### src/rtl/serial_subtractor.sv
// Bit-serial full subtractor: diff = a - b - bin (mod 2^WIDTH), LSB first, one bit per clock.
// Start is accepted only when idle; done pulses for one cycle when diff and bout are updated.
module serial_subtractor #(
  parameter int WIDTH = 8
) (
  input  logic             clk,
  input  logic             rst,
  input  logic             start,
  input  logic [WIDTH-1:0] a,
  input  logic [WIDTH-1:0] b,
  input  logic             bin,
  output logic             busy,
  output logic             done,
  output logic [WIDTH-1:0] diff,
  output logic             bout
);

  localparam int CW = (WIDTH > 1) ? $clog2(WIDTH) : 1;
  localparam logic [CW-1:0] LAST = CW'(WIDTH - 1);

  typedef enum logic {IDLE, SHIFT} state_t;

  state_t           state_q, state_d;
  logic [WIDTH-1:0] a_q, a_d;
  logic [WIDTH-1:0] b_q, b_d;
  logic [WIDTH-1:0] dw_q, dw_d;
  logic [WIDTH-1:0] diff_q, diff_d;
  logic [CW-1:0]    cnt_q, cnt_d;
  logic             br_q, br_d;
  logic             bout_q, bout_d;
  logic             done_q, done_d;

  logic a_bit, b_bit, d_bit, br_next;

  // Single full-subtractor cell operating on the current LSBs and the borrow flop.
  always_comb begin
    a_bit   = a_q[0];
    b_bit   = b_q[0];
    d_bit   = a_bit ^ b_bit ^ br_q;
    br_next = (~a_bit & b_bit) | (~(a_bit ^ b_bit) & br_q);
  end

  always_comb begin
    state_d = state_q;
    a_d     = a_q;
    b_d     = b_q;
    dw_d    = dw_q;
    diff_d  = diff_q;
    cnt_d   = cnt_q;
    br_d    = br_q;
    bout_d  = bout_q;
    done_d  = 1'b0;
    case (state_q)
      IDLE: begin
        if (start) begin
          state_d = SHIFT;
          a_d     = a;
          b_d     = b;
          br_d    = bin;
          cnt_d   = '0;
          dw_d    = '0;
        end
      end
      SHIFT: begin
        a_d   = a_q >> 1;
        b_d   = b_q >> 1;
        br_d  = br_next;
        dw_d  = (dw_q >> 1) | (WIDTH'(d_bit) << (WIDTH - 1));
        cnt_d = cnt_q + 1'b1;
        // Last bit: publish the completed word on the same edge that leaves SHIFT.
        if (cnt_q == LAST) begin
          state_d = IDLE;
          diff_d  = dw_d;
          bout_d  = br_next;
          done_d  = 1'b1;
        end
      end
      default: state_d = IDLE;
    endcase
  end

  always_ff @(posedge clk) begin
    if (rst) begin
      state_q <= IDLE;
      a_q     <= '0;
      b_q     <= '0;
      dw_q    <= '0;
      diff_q  <= '0;
      cnt_q   <= '0;
      br_q    <= 1'b0;
      bout_q  <= 1'b0;
      done_q  <= 1'b0;
    end else begin
      state_q <= state_d;
      a_q     <= a_d;
      b_q     <= b_d;
      dw_q    <= dw_d;
      diff_q  <= diff_d;
      cnt_q   <= cnt_d;
      br_q    <= br_d;
      bout_q  <= bout_d;
      done_q  <= done_d;
    end
  end

  assign busy = (state_q == SHIFT);
  assign done = done_q;
  assign diff = diff_q;
  assign bout = bout_q;

endmodule

### config.mk
export PLATFORM = sky130hd
export DESIGN_NAME = serial_subtractor
export DESIGN_NICKNAME = d
export VERILOG_FILES = /design/src/rtl/serial_subtractor.sv
export SDC_FILE = /design/constraint.sdc
export NUM_CORES = 1
export LEC_CHECK = 0
export BUFFER_PORTS_ARGS = -buffer_cell sky130_fd_sc_hd__buf_2
export CAP_MARGIN = 20
export CORE_MARGIN = 2
export CORE_UTILIZATION = 45
export DETAILED_ROUTE_END_ITERATION = 8
export GPL_ROUTABILITY_DRIVEN = 0
export GPL_TIMING_DRIVEN = 0
export PLACE_DENSITY = 0.79
export SYNTH_ARGS = -nofsm -noshare
export SYNTH_HDL_FRONTEND = slang
export SYNTH_SLANG_ARGS = --single-unit
export TNS_END_PERCENT = 10
### constraint.sdc
create_clock -name clk -period 1.55 [get_ports clk]
set_input_delay 0.31 -clock clk [delete_from_list [all_inputs] [get_ports clk]]
set_output_delay 0.31 -clock clk [all_outputs]
set_load 0.005 [all_outputs]
# == Word-level counts from Yosys, hierarchy flattened ==
# Index checks and enable logic that the tools add are counted.
# classes
n_addsub,1
mul,0
n_div,0
n_lt_le_gt_ge,0
eq_ne,2
n_shift,0
mux,14
bitwise,9
reduce_logical,2
# op_table
operator,n
$pmux 8 s2,3
$mux 8,3
$or 7x8->8,1
$pmux 3 s2,1
$mux 1,4
$pmux 1 s2,2
$add 3x1->3 const B,1
$eq 3x3->1 const B,1
$mux 3,1
$not 1->1,3
$and 1x1->1,2
$ne 2x2->1 const B,1
$reduce_and 2->1,1
$reduce_or 2->1,1
$xor 1x1->1,2
$or 1x1->1,1
# word_totals
reg_bits,39
latch_bits,0
ram_bits,0
mem_bits_ro,0
in_bits,20
output_inout_bits,11
wordCells,37
n_memories,0

# == Depth between registers and ports, before layout ==
# depth
depth_word,5
mapped_depth,6
ltp_nobuf,4

# == Worst setup path before layout ==
# No wires, ideal clock.
# synth_timing
path_kind,register to register
from,reg cnt_q[0]
to,"reg bout_q, in the netlist bout"
setup_ns,0.091
arrival_ns,1.193
t_required_ns,1.459
setup_slack_ns,0.266
path_stages_with_launch,6
n_path_buf,2
synth_period_minus_slack_ns,1.284
path_cell_list,dfxtp_1 > ha_1 > ha_1 > buf_2 > buf_2 > a311oi_1
# synth_via
elab_chain_len,2
# synth_rtl
element,line_no,source
from (decl),28,"logic [CW-1:0] cnt_q, cnt_d;"
from (signal assigned),99,cnt_q <= cnt_d;
$eq 3x3->1,71,if (cnt_q == LAST) begin
$reduce_and 2->1 (no source line),-,
to (signal assigned),101,bout_q <= bout_d;
to (decl),30,"logic bout_q, bout_d;"
# No other way between the ends.
# A chain may end at the register's enable or synchronous reset.

# == Worst setup path in the final report ==
# Same ends and word-level chain as after synthesis.

==> metrics.md <==
| Metric | Value |
|---|---|
| Core area | `0.00361 mm²` |
| First-pass GRT wire length | `5940 µm` |
| Setup violators final | `0` |
| Ys Warns | `0` |
| Min-delay worst type | `in -> reg` |
| Detailed-route DRC error count | `0` |
| Non-filler instance count after layout | `252` |
| Most common cell after layout, fill and taps aside | `dfxtp_1` |
| Avg WL per Cell | `13.9 µm` |
| Largest net degree at the start of global routing | `12` |
| Crit path top cell by count | `ha_1` |
| Register area share after synthesis | `0.455` |
| Setup TNS Final | `0 ns` |
| Distinct cells, synth | `25` |
| Share of layout cells above drive strength 1 | `0.270` |
| CTS tree | `built` |
| Setup Skew | `0.00401 ns` |
| Pre-CTS WS | `0.0778 ns` |
| Via Count | `1,333` |
| Htree depth | `2` |
| CP peak stage delay | `0.32 ns` |
| Placed Cells | `245` |
| Slew HR | `0.669` |
| Final min period | `1.42 ns` |
| Clk slew on worst S/H paths | `0.07 ns` |
| PwrDens | `1060 mW/mm²` |
| Routed WL | `3500 µm` |
| Syn_area_per_cell | `9.89 µm²` |
| Worst EP arrival | `1.62 ns` |
| Area grow syn2layout | `19.0%` |
| Total track usage | `0.183` |
| CP Max Fanout | `10` |
| Clk sink count | `38` |
| Clock root buffer | `clkbuf_8` |
| Worst-case reg-to-reg path depth | `5` |
| Worst vdd ir | `568 µV` |
| Initial Utilization | `0.464` |
| CP Class | `reg -> reg` |
| Kind of start point of the critical path | `flop` |
| Starting DRT DRC Count | `103` |
| Slew Limit Fails | `0` |
| Site Rows | `22` |
| Measured slew at the worst slew-check pin | `0.496 ns` |
| Gate count of the mapped netlist | `169` |
| PortBufs | `28` |
| Total gr overflow | `0` |
| Mapped Nets | `192` |
| Antenna cells | `0` |
| Mapped Area | `0.00167 mm²` |
| Most frequent cells in the layout | `dfxtp_1 (38), buf_2 (33), a21oi_1 (19)` |
| Die Span Y | `65.0 µm` |
| Synth Register Bits | `38` |
| Status | `finished, final reports clean` |
| Final antenna-violating net count | `0` |
| Min-Delay Path Depth | `3` |
| Clock Tree Buf Depth | `2` |
| # IOs | `31` |
| Max-Cap Viols | `0` |
| Crit end category | `flop` |
| Vias per cell | `5.29` |
| Pleak | `0.000834 µW` |
| DRT Pass-1 Iters | `4` |
| Nets | `227` |
| Final period utilization | `0.916` |
| Number of global-route vias before repair | `1,248` |
| Clk Latency, worst-skew pair | `0.29 ns` |
| Post-DP HPWL | `2380 µm` |
| Initial antenna violation count | `0` |
| Die extent in x | `65.0 µm` |
| Worst path slowest cell | `dfxtp_1` |
| Worst path required time | `1.75 ns` |
| Critical path, cell by cell | `ha_1 > ha_1 > clkbuf_4 > buf_4 > a311oi_1` |
| Die area | `0.00422 mm²` |
| Post-route setup slack | `0.131 ns` |
| Fin. Hold Viols | `0` |
| Overall power | `2120 µW` |
| Fmax | `0.705 GHz` |
| Num CTS Buffers | `5` |
[path summary, 6_finish.rpt]
path	end	startpoint	slack [ns]
setup reg to reg	bout$_SDFFE_PP0P_	cnt_q[0]$_SDFFE_PP0P_	0.13
hold reg to reg	diff[0]$_SDFFE_PP0P_	dw_q[1]$_SDFFE_PP0P_	0.47
hold / removal	b_q[7]$_SDFFE_PP0P_	b[7]	0.32
setup / recovery	bout$_SDFFE_PP0P_	cnt_q[0]$_SDFFE_PP0P_	0.13
[synthesized netlist by cell type]
cell type,instances,area share
a211oi_1,14,0.063
a21bo_2,8,0.048
a21o_1,1,0.0045
a21oi_1,19,0.057
a21oi_2,1,0.0052
a311oi_1,1,0.0052
buf_1,2,0.0045
buf_2,7,0.021
buf_6,2,0.013
buf_8,1,0.0090
clkbuf_1,4,0.0090
dfxtp_1,38,0.46
fa_1,1,0.012
ha_1,2,0.015
inv_1,2,0.0045
inv_2,1,0.0022
mux2i_1,17,0.10
nand2_1,10,0.022
nand2b_1,1,0.0037
nand3_1,8,0.024
nor2_1,2,0.0045
nor2b_1,14,0.052
nor3_1,2,0.0060
nor3b_1,1,0.0045
or3b_1,10,0.052
[timing repair]
action,CTS,global route
buffers inserted,0,0
setup endpoints to repair,0,3
hold buffers,0,0
resized for setup,0,3
[per-stage QoR]
step           hold WS [ns]  instance area (µm²)  utilization
5_1_grt               0.323                 1990        0.552
4_1_cts               0.316                 1980        0.550
2_1_floorplan         0.438                 1670            -
3_5_place_dp          0.453                 1870        0.519
3_3_place_gp          0.454                 1870        0.519
6_report              0.318                 1990        0.552
[critical path, delay by kind of cell (launching register included)]
| family | cells | cell delay (ns) |
|---|---|---|
| adders and majority gates | 2 | 0.37 |
| AOI/OAI and AO/OA | 1 | 0.26 |
| buffers and inverters | 2 | 0.38 |
| DFF | 1 | 0.32 |
[logic make-up after synthesis]
kind of cell               synth area share
adders and majority gates            0.0269
and+or+nand+nor                       0.170
DFF                                   0.455
AOI/OAI and AO/OA                     0.183
buffers and inverters                0.0636
muxes                                 0.102
[area by class of cell]
class                           count  area (µm²)
Fill cell                         317        1620
Clock buffer                        6        82.6
Inverter                            3        11.3
Sequential cell                    38         761
Multi-Input combinational cell    112         805
Clock inverter                      1        30.0
Buffer                             16         100
Timing Repair Buffer               28         140
Tap cell                           48        60.1
[registers in the layout, indices dropped and copies added (netlist names)]
| register | flops |
|---|---|
| a_q | 8 |
| b_q | 8 |
| bout | 1 |
| br_q | 1 |
| busy | 1 |
| cnt_q | 3 |
| diff | 8 |
| done | 1 |
| dw_q | 7 |
[per-layer routing]
layer | routed length [µm] | global-route usage | vias up
met3 | 132 | 0.0313 | 7
met1 | 1590 | 0.237 | 626
met2 | 1700 | 0.295 | 34
li1 | - | - | 666
met4 | 76 | 0.0878 | 0
met5 | 0 | 0 | -
[where the power goes]
part           internal, µW  switching, µW  total (µW)
combinational           100            120         220
clock                   515            336         851
sequential             1020           26.1        1050
Power figures use the tool's default switching activity.
